**src/rtl/ham_pkg.sv**
```systemverilog
// Shared widths, FSM state type and injection constant for the Hamming(7,4) transmit path.
package ham_pkg;

    localparam int unsigned DATA_W = 4;
    localparam int unsigned CW_W   = 7;
    localparam int unsigned CNT_W  = 8;
    localparam int unsigned BIT_W  = 3;

    localparam logic [BIT_W-1:0] NO_INJ   = 3'd7;
    localparam logic [BIT_W-1:0] LAST_BIT = 3'd6;

    typedef enum logic {
        IDLE  = 1'b0,
        SHIFT = 1'b1
    } state_e;

endpackage

```
**src/rtl/ham_encode_comb.sv**
```systemverilog
// Hamming(7,4) encoder: even parity, layout {d3,d2,d1,p4,d0,p2,p1}, the inverse of the team decoder.
module ham_encode_comb
    import ham_pkg::*;
(
    input  logic [DATA_W-1:0] data_i,
    output logic [CW_W-1:0]   cw_o
);

    logic p1, p2, p4;

    always_comb begin
        p1   = data_i[0] ^ data_i[1] ^ data_i[3];
        p2   = data_i[0] ^ data_i[2] ^ data_i[3];
        p4   = data_i[1] ^ data_i[2] ^ data_i[3];
        cw_o = {data_i[3], data_i[2], data_i[1], p4, data_i[0], p2, p1};
    end

endmodule

```
**src/rtl/ham_encoder_tx.sv**
```systemverilog
// Nibble-in, serial-out Hamming(7,4) transmitter with one-entry holding register,
// optional single-bit error injection and a wrapping completed-frame counter.
module ham_encoder_tx
    import ham_pkg::*;
(
    input  logic              clk,
    input  logic              rst,
    input  logic [DATA_W-1:0] in_data,
    input  logic              in_valid,
    output logic              in_ready,
    input  logic              inj_en,
    input  logic [BIT_W-1:0]  inj_pos,
    output logic [CW_W-1:0]   cw_data,
    output logic              ser_out,
    output logic              ser_valid,
    output logic              ser_first,
    output logic              ser_last,
    output logic [CNT_W-1:0]  frame_cnt
);

    state_e             state_q;
    logic [BIT_W-1:0]   bit_cnt_q;
    logic [CW_W-1:0]    hold_q;
    logic               hold_valid_q;
    logic [CW_W-1:0]    shreg_q;
    logic [CW_W-1:0]    cw_q;
    logic [CNT_W-1:0]   frame_cnt_q;

    logic [CW_W-1:0]    enc_cw;
    logic [CW_W-1:0]    inj_mask;
    logic               at_last;
    logic               load_now;
    logic               xfer;

    ham_encode_comb u_encode (
        .data_i (in_data),
        .cw_o   (enc_cw)
    );

    always_comb begin
        inj_mask = '0;
        if (inj_en && (inj_pos != NO_INJ)) begin
            inj_mask = CW_W'(1) << inj_pos;
        end
    end

    // A held word launches from IDLE, or back-to-back on the last bit of the current frame.
    assign at_last  = (state_q == SHIFT) && (bit_cnt_q == LAST_BIT);
    assign load_now = hold_valid_q && ((state_q == IDLE) || at_last);
    assign in_ready = !hold_valid_q || load_now;
    assign xfer     = in_valid && in_ready;

    always_ff @(posedge clk) begin
        if (rst) begin
            state_q      <= IDLE;
            bit_cnt_q    <= '0;
            hold_q       <= '0;
            hold_valid_q <= 1'b0;
            shreg_q      <= '0;
            cw_q         <= '0;
            frame_cnt_q  <= '0;
        end else begin
            if (xfer) begin
                hold_q       <= enc_cw ^ inj_mask;
                hold_valid_q <= 1'b1;
            end else if (load_now) begin
                hold_valid_q <= 1'b0;
            end

            if (load_now) begin
                shreg_q   <= hold_q;
                cw_q      <= hold_q;
                bit_cnt_q <= '0;
                state_q   <= SHIFT;
            end else if (state_q == SHIFT) begin
                shreg_q <= {1'b0, shreg_q[CW_W-1:1]};
                if (at_last) begin
                    state_q   <= IDLE;
                    bit_cnt_q <= '0;
                end else begin
                    bit_cnt_q <= bit_cnt_q + BIT_W'(1);
                end
            end

            if (at_last) begin
                frame_cnt_q <= frame_cnt_q + CNT_W'(1);
            end
        end
    end

    assign ser_valid = (state_q == SHIFT);
    assign ser_out   = ser_valid && shreg_q[0];
    assign ser_first = ser_valid && (bit_cnt_q == '0);
    assign ser_last  = at_last;
    assign cw_data   = cw_q;
    assign frame_cnt = frame_cnt_q;

endmodule

```
**config.mk**
```make
export PLATFORM = sky130hd
export DESIGN_NAME = ham_encoder_tx
export DESIGN_NICKNAME = d
export VERILOG_FILES = /design/src/rtl/ham_pkg.sv /design/src/rtl/ham_encode_comb.sv /design/src/rtl/ham_encoder_tx.sv
export SDC_FILE = /design/constraint.sdc
export NUM_CORES = 1
export LEC_CHECK = 0
export CORE_MARGIN = 2
export CORE_UTILIZATION = 30
export CTS_BUF_LIST = sky130_fd_sc_hd__clkbuf_4 sky130_fd_sc_hd__clkbuf_8 sky130_fd_sc_hd__clkbuf_16
export DETAILED_ROUTE_END_ITERATION = 8
export SLEW_MARGIN = 15
export SYNTH_ARGS = -nofsm -noshare
export SYNTH_HDL_FRONTEND = slang
export SYNTH_HIERARCHICAL = 1
export SYNTH_SLANG_ARGS = --single-unit
export TNS_END_PERCENT = 5
```
**constraint.sdc**
```tcl
create_clock -name clk -period 4.4 [get_ports clk]
set_input_delay 0.66 -clock clk [delete_from_list [all_inputs] [get_ports clk]]
set_output_delay 0.66 -clock clk [all_outputs]
set_load 0.01 [all_outputs]
```
==> metrics.md <==
| Metric | Value |
|---|---|
| Row count | 28 |
| DRT iter0 DRCs | 74 |
| Inserted Clock Buffers | 5 |
| Synth Warn # | 6 |
| Critical path class | reg -> out |
| Pwr dens | just over 300 nW/um^2 |
| Clk sinks | 34 |
| Yosys reg bits | 34 |
| # fillers | 619 |
| Ports | 31 |
| Synth Cell Area | 1770 um^2 |
| Most common cell in the netlist | dfxtp_1 |
| Switching Share | 0.250 |
| Final hold vios | 0 |
| Area leader, netlist | dfxtp_1 |
| First-pass GRT wire length | 5210 um |
| Final setup viols | 0 |
| CP Launch Type | flip-flop |
| Final wirelength | 3130 um |
| CP Capture Type | primary output |
| Ant diodes | 0 |
| Starting Density | 0.305 |
| Reg clk slew, reported paths | 60 ps |
| Worst Tran Pin Value | 494 ps |
| # hold bufs at CTS | 0 |
| Drt pass-1 iters | 4 |
| Critical path peak fanout | 5 |
| Final slew viol count | 0 |
| Util after Layout | 0.366 |
| Req. time, crit path | 3740 ps |
| Sequential share of the synthesized area | 0.384 |
| CTS Root Cell | clkbuf_8 |
| Post-synth ARST share | 0 |
| DRC errors left | 0 |
| Maxcap violations | 0 |
| Largest cells by area after synthesis | dfxtp_1, a311oi_2, nor2_1 |
| Net Sw Power | roughly 0.17 mW |
| WL per Instance | between 10 and 15 um |
| Reg power frac | 0.510 |
| Setup bufs post-CTS | 0 |
| Arrival time worst endpoint | approximately 1900 ps |
| Syn Inst Count | 180 |
| Fmax | 391 MHz |
| Syn-to-layout area delta | 19.9% |
| RSZ-0062 raised after global routing | false |
| Layout cells sized above 1 | 0.190 |
| Post-route minimum period | 2550 ps |
| Status | completed |
| Combinational power share | 0.156 |
| Total GRT Usage | 0.104 |
| Post-CTS sizing | 0 |
| Antenna violations before repair | 0 |
| Leak Pwr | 0.781 nW |
| Worst Hold Class | reg -> reg |
| Via count | between 1000 and 1500 |
| Final period util | 0.581 |
| Die area | approximately 6500 um^2 |
| Number of flops mapped to enable cells by yosys | 0 |
| # port buffers | 30 |
| Core area | 5820 um^2 |
| Die width | ~81 um |
| Synth top cells by count | dfxtp_1, nor2_1, nand2_1, a21oi_1, buf_4 |
| Vias in the first global route | 1093 |
| Worst-skew pair later-pin latency | 280 ps |
| Final GP Congestion | 0.736 |
| Via/cell ratio | between 4 and 5 |
| Detailed placement HPWL | 2240 um |
| Pint | 0.496 mW |
| Final antenna-violating net count | 0 |
| CTS tree | done |
| H-tree depth | 2 |
| Die Y-Extent | 80.9 um |
| Syn nets | 195 |
| CTS max path bufs | 2 |
| Gr ovfl total | 0 |
| Dominant synthesized flop cell | dfxtp_1 |
| Clock Skew | between 2 and 3 ps |
| Final-stage net count | 216 |
| Setup TNS | 0 ps |
| Post-synth top area share | 0.384 |
| Clock power frac | 0.334 |
| Rel. slew slack | 0.670 |
| Worst IR drop on VDD | 136 uV |
| Syn_area_per_cell | between 9 and 10 um^2 |
| Largest net degree at the start of global routing | 35 |
| Synth unique cells | 44 |
-- per-layer routing --
metal / global-route usage / vias to the layer above / wire (um)
li1: - / 654 / -
met1: 0.147 / 569 / 1620
met2: 0.143 / 26 / 1330
met3: 0.0333 / 4 / 137
met4: 0.0458 / 0 / 32
met5: 0 / - / 0
-- stage by stage --
stage / hold WS (ps) / power [mW] / setup WS [ps] / std cells / area (um^2)
after floorplan: 437 / 0.429 / 2680 / 180 / 1770
after global placement: 446 / 0.447 / 2170 / 269 / 2040
after detailed placement: 448 / 0.448 / 2120 / 269 / 2040
after CTS: 457 / 0.673 / 1810 / 275 / 2130
after global routing: 476 / 0.698 / 1690 / 275 / 2130
final: 452 / 0.661 / 1850 / 275 / 2130
-- state kept, by name, indices dropped and copies added, names as in the netlist --
| name | count |
|---|---|
| hold_valid_q | 1 |
| ser_valid | 1 |
| cw_data | 7 |
| bit_cnt_q | 3 |
| shreg_q | 7 |
| hold_q | 7 |
| frame_cnt | 8 |
-- final timing paths --
check | startpoint | to | slack (ps) | depth (start not counted)
worst min register to register | cw_data[3] | cw_data[3] | 450 | 2
worst min-delay path | cw_data[3] | cw_data[3] | 450 | 2
worst max-delay path | bit_cnt_q[0] | in_ready | 1850 | 5
worst max register to register | bit_cnt_q[0] | hold_q[0] | 2750 | 6
-- cell type report --
cell class | instances | area, um^2 | share of cell area
inverters | 3 | 11.3 | 0.00529
multi-input cells | 126 | 951 | 0.447
repair buffers | 31 | 308 | 0.145
flip-flops and latches | 34 | 681 | 0.320
well taps | 75 | 93.8 | 0.0441
clock buffers | 6 | 82.6 | 0.0388
-- power by group through the flow --
stage          Clock (mW)  Combinational (mW)  Sequential, mW
2_1_floorplan           0              0.0884           0.341
3_3_place_gp            0               0.103           0.344
3_5_place_dp            0               0.104           0.344
4_1_cts             0.231               0.105           0.337
5_1_grt             0.244               0.114           0.340
6_report            0.220               0.103           0.337
-- critical path, cell delays in order (launching register included) --
cell,delay [ps]
dfxtp_1,370
inv_1,80
ha_1,270
a21boi_2,300
nand2_1,100
clkdlybuf4s50_1,490
-- cell usage in the layout (no fill, tap or decap), drive strengths merged --
master	count
a21boi	2
nor2	27
nor4bb	2
buf	1
ha	4
a311oi	6
or3	1
xor3	3
a21oi	10
clkdlybuf4s50	30
clkbuf	6
nor4b	1
or2	1
a211oi	7
xor2	6
nand3	4
xnor2	7
and4	1
mux2	1
and3b	1
and3	1
nand2	25
dfxtp	34
mux2i	1
o21ai	1
nand2b	1
nand4b	3
nor3	3
a221oi	1
a21bo	1
a22oi	2
nand4	1
inv	3
and2	2
-- logic make-up after synthesis --
group,Yosys count,share of synthesized area
AO/OA/AOI/OAI,30,0.167
buffers and inverters,20,0.0804
multiplexers,2,0.0120
AND/OR/NAND/NOR,74,0.224
flip-flops,34,0.384
adder cells (fa/ha/maj),4,0.0282
XOR/XNOR,16,0.104
(Power assumes the default switching activity.)
